[src/rtl/instr_buffer.sv]
`default_nettype none
// ============================================================================
// Module      : instr_buffer
// Description : Circular instruction queue between fetch and dispatch.
//               Accepts up to N instructions per cycle (all-or-nothing),
//               presents the oldest up to N in program order, retires the
//               number dispatch reports (clamped), and empties on flush.
// Revision    : 1.0 - initial release
// ============================================================================
module instr_buffer #(
    parameter int N      = 3,
    parameter int DEPTH  = 8,
    parameter int INST_W = 32,
    parameter int PC_W   = 32,
    parameter int CNT_W  = $clog2(N + 1),
    parameter int OCC_W  = $clog2(DEPTH + 1)
) (
    input  logic                clock,
    input  logic                reset,
    input  logic [N*INST_W-1:0] in_inst,
    input  logic [N*PC_W-1:0]   in_pc,
    input  logic [N-1:0]        in_pred_taken,
    input  logic [CNT_W-1:0]    in_count,
    output logic                in_accept,
    output logic [CNT_W-1:0]    spots,
    output logic [N*INST_W-1:0] out_inst,
    output logic [N*PC_W-1:0]   out_pc,
    output logic [N-1:0]        out_pred_taken,
    output logic [CNT_W-1:0]    out_count,
    input  logic [CNT_W-1:0]    num_dispatched,
    input  logic                flush,
    output logic [OCC_W-1:0]    occupancy
);

    localparam int            PTR_W   = $clog2(DEPTH);
    localparam logic [OCC_W-1:0] c_depth = OCC_W'(DEPTH);
    localparam logic [OCC_W-1:0] c_n_occ = OCC_W'(N);

    // Storage array (never cleared; validity is tracked by the pointers)
    logic [INST_W-1:0] r_mem_inst [DEPTH];
    logic [PC_W-1:0]   r_mem_pc   [DEPTH];
    logic              r_mem_pt   [DEPTH];

    logic [PTR_W-1:0]  r_head;
    logic [PTR_W-1:0]  r_tail;
    logic [OCC_W-1:0]  r_count;

    logic [OCC_W-1:0]  w_free;
    logic [CNT_W-1:0]  w_enq;
    logic [CNT_W-1:0]  w_deq;

    // Free space is judged on the current count only; same-cycle dequeues
    // do not make room for the incoming packet.
    assign w_free    = c_depth - r_count;
    assign in_accept = (OCC_W'(in_count) <= w_free) && !flush && !reset;
    assign spots     = (w_free > c_n_occ)  ? CNT_W'(N) : CNT_W'(w_free);
    assign out_count = (r_count > c_n_occ) ? CNT_W'(N) : CNT_W'(r_count);
    assign occupancy = r_count;

    assign w_enq = in_accept ? in_count : '0;
    // Over-reports from dispatch are clamped to what is actually visible
    assign w_deq = (num_dispatched > out_count) ? out_count : num_dispatched;

    // Output window: lane i reads entry (head+i) mod DEPTH, zero beyond out_count
    generate
        for (genvar gi = 0; gi < N; gi++) begin : g_out_lane
            logic [PTR_W-1:0] w_idx;
            logic             w_valid;
            assign w_idx   = r_head + PTR_W'(gi);
            assign w_valid = (CNT_W'(gi) < out_count);
            assign out_inst[gi*INST_W +: INST_W] = w_valid ? r_mem_inst[w_idx] : '0;
            assign out_pc[gi*PC_W +: PC_W]       = w_valid ? r_mem_pc[w_idx]   : '0;
            assign out_pred_taken[gi]            = w_valid & r_mem_pt[w_idx];
        end
    endgenerate

    // Pointer and occupancy update; reset and flush both empty the queue
    always_ff @(posedge clock) begin
        if (reset || flush) begin
            r_head  <= '0;
            r_tail  <= '0;
            r_count <= '0;
        end else begin
            r_tail  <= r_tail + PTR_W'(w_enq);
            r_head  <= r_head + PTR_W'(w_deq);
            r_count <= r_count + OCC_W'(w_enq) - OCC_W'(w_deq);
        end
    end

    // Write accepted lanes at consecutive slots from tail (gated by in_accept)
    always_ff @(posedge clock) begin
        for (int i = 0; i < N; i++) begin
            if (CNT_W'(i) < w_enq) begin
                r_mem_inst[r_tail + PTR_W'(i)] <= in_inst[i*INST_W +: INST_W];
                r_mem_pc[r_tail + PTR_W'(i)]   <= in_pc[i*PC_W +: PC_W];
                r_mem_pt[r_tail + PTR_W'(i)]   <= in_pred_taken[i];
            end
        end
    end

endmodule
`default_nettype wire

[config.mk]
export PLATFORM = sky130hd
export DESIGN_NAME = instr_buffer
export DESIGN_NICKNAME = d
export VERILOG_FILES = /design/src/rtl/instr_buffer.sv
export SDC_FILE = /design/constraint.sdc
export NUM_CORES = 2
export LEC_CHECK = 0
export CORE_UTILIZATION = 45
export CTS_BUF_LIST = sky130_fd_sc_hd__clkbuf_8 sky130_fd_sc_hd__clkbuf_16
export CTS_CLUSTER_DIAMETER = 100
export DETAILED_ROUTE_END_ITERATION = 8
export GPL_ROUTABILITY_DRIVEN = 0
export PLACE_DENSITY = 0.66
export SLEW_MARGIN = 10
export SYNTH_ARGS = -nofsm -noshare
export SYNTH_HDL_FRONTEND = slang
export SYNTH_SLANG_ARGS = --single-unit
[constraint.sdc]
create_clock -name clock -period 11.8 [get_ports clock]
set_input_delay 2.36 -clock clock [delete_from_list [all_inputs] [get_ports clock]]
set_output_delay 2.36 -clock clock [all_outputs]
set_load 0.1 [all_outputs]
**After elaboration in Yosys (flattened, before gate mapping)**

Memories as Yosys holds them, arrays and structs flattened. A register that Yosys moved wholly into a read port is not among the register bits.
Cells that the tools add are included.
W data, S select, Z words.

- Register bits after elaboration: 10
- Memory bits (writable): 520
- Logic and storage cells: 52
- Memories: 3

Memories:

| name | depth | width | rd ports | clocked after Yosys merged registers in | wr ports | line | text |
|---|---|---|---|---|---|---|---|
| r_mem_inst | 8 | 32 | 3 | 1 | 3 | 40 | `logic [INST_W-1:0] r_mem_inst [DEPTH];` |
| r_mem_pc | 8 | 32 | 3 | 1 | 3 | 41 | `logic [PC_W-1:0] r_mem_pc [DEPTH];` |
| r_mem_pt | 8 | 1 | 3 | 1 | 3 | 42 | `logic r_mem_pt [DEPTH];` |

- Add/subtract/negate cells: 9
- Magnitude comparators: 10
- Muxes and demuxes: 19
- Bitwise gates (word level): 3
- Reductions and logical operators: 5

Operators by type and width:

| kind | number |
|---|---|
| $mux W32 | 6 |
| $mux W3 | 3 |
| $gt A4 B2 Y1 const B | 2 |
| $lt A1 B2 Y1 const A | 4 |
| $mux W2 | 4 |
| $add A3 B1 Y3 const B | 2 |
| $add A3 B2 Y3 | 2 |
| $add A3 B2 Y3 const B | 2 |
| $mux W1 | 6 |
| $add A4 B2 Y4 | 1 |
| $le A2 B4 Y1 | 1 |
| $lt A2 B2 Y1 const A | 2 |
| $sub A4 B2 Y4 | 1 |
| $sub A4 B4 Y4 const A | 1 |
| $and A1 B1 Y1 | 3 |
| $gt A2 B2 Y1 | 1 |
| $logic_and A1 B1 Y1 | 2 |
| $logic_not A1 Y1 | 2 |
| $logic_or A1 B1 Y1 | 1 |

**Longest topological paths before layout**

- Depth in word-level cells: 8
- Gate-level depth with buffers: 16
- Mapped depth without buffers: 16

**Worst setup path before layout**

Ideal clock, no wire load.

- Path type: input -> register
- From: input port in_count[1]
- To: memory r_mem_inst[1][0] (enable)
- Library setup time: 0.587 ns
- Arrival: 8.706 ns
- Data required time: 11.213 ns
- Slack: 2.507 ns
- Stages on the path: 6
- Path through: ha_1 > nor2b_1 > o21ai_1 > nor2_1 > or3_1 > o311ai_1

RTL lines:

| element | line | text |
|---|---|---|
| from (decl) | 23 | `input logic [CNT_W-1:0] in_count,` |
| to (decl) | 40 |  |

**Worst setup path after layout**

- From: register r_head[0]
- To: output port out_inst[63]

- Word-level cells in the longest chain between the ends: 3

RTL lines:

| element | line | text |
|---|---|---|
| from (decl) | 44 | `logic [PTR_W-1:0] r_head;` |
| from (signal assigned) | 85 | `r_head <= r_head + PTR_W'(w_deq);` |
| $add A3 B1 Y3 | 69 | `assign w_idx = r_head + PTR_W'(gi);` |
| $mem_v2 Z8 W32 | -- |  |
| $mux W32 | 71 | `assign out_inst[gi*INST_W +: INST_W] = w_valid ? r_mem_inst[w_idx] : '0;` |
| to (decl) | 26 | `output logic [N*INST_W-1:0] out_inst,` |

Every way passes these cells.

==> impl_metrics.toml <==
[global_routing]
grt_start_max_net_pins = 130
grt_pass1_vias = 33900
gr-total-overflow = 0
grt_pass1_wl_um = 227000
grtUsageTotal = 0.347
antenna_violations_before_repair = 42

[synth]
synthDistinctLibCells = 59
ys_seq_elements = 530
yosys-top-cells-area = "sky130_fd_sc_hd__edfxtp_1, sky130_fd_sc_hd__mux4_2, sky130_fd_sc_hd__nand2_1"
share_of_the_synthesized_area_in_the_top_cell_type = 0.396
syn-mean-instance-area_um2 = 10.0
post-synth-top-count-cell = "sky130_fd_sc_hd__nand2_1"
yosys_warnings = 0
synth_cells = 3928
synth_flop_cell = "sky130_fd_sc_hd__edfxtp_1"
yosysSeqAreaShare = 0.401
number_of_enable_flip_flop_cells_after_synthesis = 520
synth.cells.most_frequent = "sky130_fd_sc_hd__nand2_1, sky130_fd_sc_hd__nor2_1, sky130_fd_sc_hd__edfxtp_1, sky130_fd_sc_hd__mux4_2, sky130_fd_sc_hd__a21oi_1"
postSynth.asyncResetShare = 0
netlist_area_um2 = 39400
synthesis.nets = 4149
synth_largest_area_cell = "sky130_fd_sc_hd__edfxtp_1"

[pwr]
power_density_nw_per_um2 = 237
leakagePower_uw = 0.0148
maximum_vdd_drop_v = 0.000612
power.sequential.fraction = 0.211
power_frac_clock = 0.178
power_frac_comb = 0.611
p_int_uw = 5000
switchingPower_uw = 5730
design_power_total_uw = 10700
sw_frac_of_total = 0.534

[flow_run]
max_cap_viol_count = 0

[die]
die_y_um = 298
initial_utilization = 0.455
core_region_area_um2 = 86800
design.portCount = 406
floorplan.die_area_um2 = 88800
chipWidth_um = 298
placement_rows = 108

[drt]
drt-pass1-iter-count = 8
drcViolationCount = 0
antenna_violating_nets_post_route = 0
post_drt_wl_per_cell_um = 30.7
routed_wl_um = 158000
dr.first_iter.drc_count = 5625
via_count = 35500
post_drt_via_cell_ratio = 6.89

[setup_path]
crit_arrival_ns = 6.16
critPathCaptureType = "output port"
crit_buf_inv = 3
critPathSlowestCell = "sky130_fd_sc_hd__clkdlybuf4s50_1"
worst_ep_required_time_ns = 9.44
ff2ff_path_depth = 8
path_common_cell = "sky130_fd_sc_hd__buf_4"
critical_path.startpoint = "r_head[0]"
start_kind = "flip-flop"
critical_path.max_fanout = 62
worst_path_largest_cell_delay_ns = 1.25
crit_path_end = "out_inst[63]"
worst-path-stages = 7
rrSetupSlack_ns = 6.85
reg2reg_from = "occupancy[1]"
regToRegEndpoint = "r_mem_pc[1][3]"
path_class = "reg -> out"
worst_path_dominant_cell_family = "buffers and inverters"
critical_path_cell_list = "ha_4, buf_4, buf_4, mux4_2, nand2_1, a21oi_1, clkdlybuf4s50_1"

[hold_path]
min_path_type = "reg -> reg"
hold-path-cell-count = 4

[timing]
max_slew.worst_pin.slew_ns = 1.38
drv_slew = 0
worst_clock_skew_ns = 0.0170
finalCriticalPeriod_ns = 8.52
timing.slew.headroom = 0.0782
post-route-period-util = 0.722
setup_repair_after_global_routing_missed_its_margin = "no"
hold_viol = 0
finalSetupViolCount = 0
fmax_mhz = 117
setup_tns_ns = 0

[finish]
finished_layout_cells = 5157
drive_above_1_share = 0.147
area_delta_synth_final_pct = 15.1
finalNetCount = 4143

[placed_design]
place_hpwl_um = 87600
portBuffers = 405
placedCellCount = 5017

[cts]
root_buffer = "sky130_fd_sc_hd__clkbuf_16"
cts.clk_slew.worst_paths_ns = 0.06
clock_tree.buffer_depth = 3
numClockSinks = 530
tritoncts.num_buffers = 58
cts_setup_buffers = 0
cts.repair.resized = 0
clock_tree.htree_level_count = 2
cts_tree = "done"
holdBufCountCts = 0
worst_skew_pair_later_pin_latency_ns = 0.64

[status]
status = "complete, no violations"
cell usage in the layout (no fill, tap or decap), drive strengths merged, types with 16 or more instances in the layout:
cell,count
a21oi,319
a22oi,102
a2bb2oi,46
a31oi,270
a32oi,102
and3,17
buf,87
clkbuf,61
clkdlybuf4s50,405
clkinv,25
diode,30
edfxtp,520
ha,16
inv,27
mux2i,130
mux4,351
nand2,689
nand4,21
nor2,664
flip-flops by register name (all words and copies together) (netlist names):
signal,flops
r_mem_pc,256
r_tail,3
r_mem_inst,256
occupancy,4
r_mem_pt,8
r_head,3
cell type report:
class / instances / area (um2)
clock inverter: 49 / 447
fill: 7566 / 41400
antenna: 30 / 75.1
multi-input combinational: 2821 / 21300
tap: 1155 / 1450
timing repair buffer: 492 / 4720
inverter: 19 / 72.6
clock buffer: 61 / 1530
sequential: 530 / 15800
per-stage QoR:
stage	util	hold WS [ns]	area (um2)	setup WS (ns)
2_1_floorplan	-	0.575	39400	2.51
3_3_place_gp	0.499	0.704	43300	3.84
6_report	0.523	0.719	45400	3.28
3_5_place_dp	0.499	0.702	43300	3.85
4_1_cts	0.522	0.721	45300	3.37
5_1_grt	0.523	0.789	45400	3.12
layer usage:
metal | wire [um] | GRT usage | up-vias
li1 | - | - | 14700
met1 | 56000 | 0.451 | 17100
met2 | 70400 | 0.522 | 3088
met3 | 22100 | 0.0892 | 666
met4 | 9720 | 0.205 | 20
met5 | 131 | 0 | -
worst register-to-register path, stage by stage, from the launching register on:
cell	delay, ns
sky130_fd_sc_hd__dfxtp_1	0.39
sky130_fd_sc_hd__inv_1	0.14
sky130_fd_sc_hd__ha_1	0.25
sky130_fd_sc_hd__nor3b_1	0.12
sky130_fd_sc_hd__a41oi_4	0.88
sky130_fd_sc_hd__nor2_1	0.32
sky130_fd_sc_hd__or3_1	0.53
sky130_fd_sc_hd__o311ai_4	0.83
sky130_fd_sc_hd__buf_4	1.03
worst min path at each step:
stage,from,to,slack (ns)
6_report,occupancy[3],occupancy[3],0.72
5_1_grt,occupancy[3],occupancy[3],0.79
4_1_cts,occupancy[3],occupancy[3],0.72
3_5_place_dp,occupancy[3],occupancy[3],0.70
3_3_place_gp,occupancy[3],occupancy[3],0.70
2_1_floorplan,r_tail[0],r_tail[0],0.57
power by group through the flow:
stage / clock network [uW] / registers, uW / logic (uW)
after global placement: 0 / 2300 / 6460
after detailed placement: 0 / 2300 / 6500
after global routing: 1980 / 2270 / 6730
after CTS: 1910 / 2260 / 6510
after floorplan: 0 / 2280 / 4870
final: 1920 / 2260 / 6550
logic make-up (layout without fill, tap and decap cells):
logic type,after synthesis,count (layout),synth area share
AND/OR/NAND/NOR,1429,1429,0.141
AO/OA/AOI/OAI,882,882,0.148
buffers and inverters,577,621,0.0676
flip-flops,530,530,0.401
multiplexers,482,482,0.234
adder cells (fa/ha/maj),19,19,0.00660
XOR/XNOR,9,9,0.00238
other,0,30,0
Note: power is estimated with default switching activity, not from simulation.
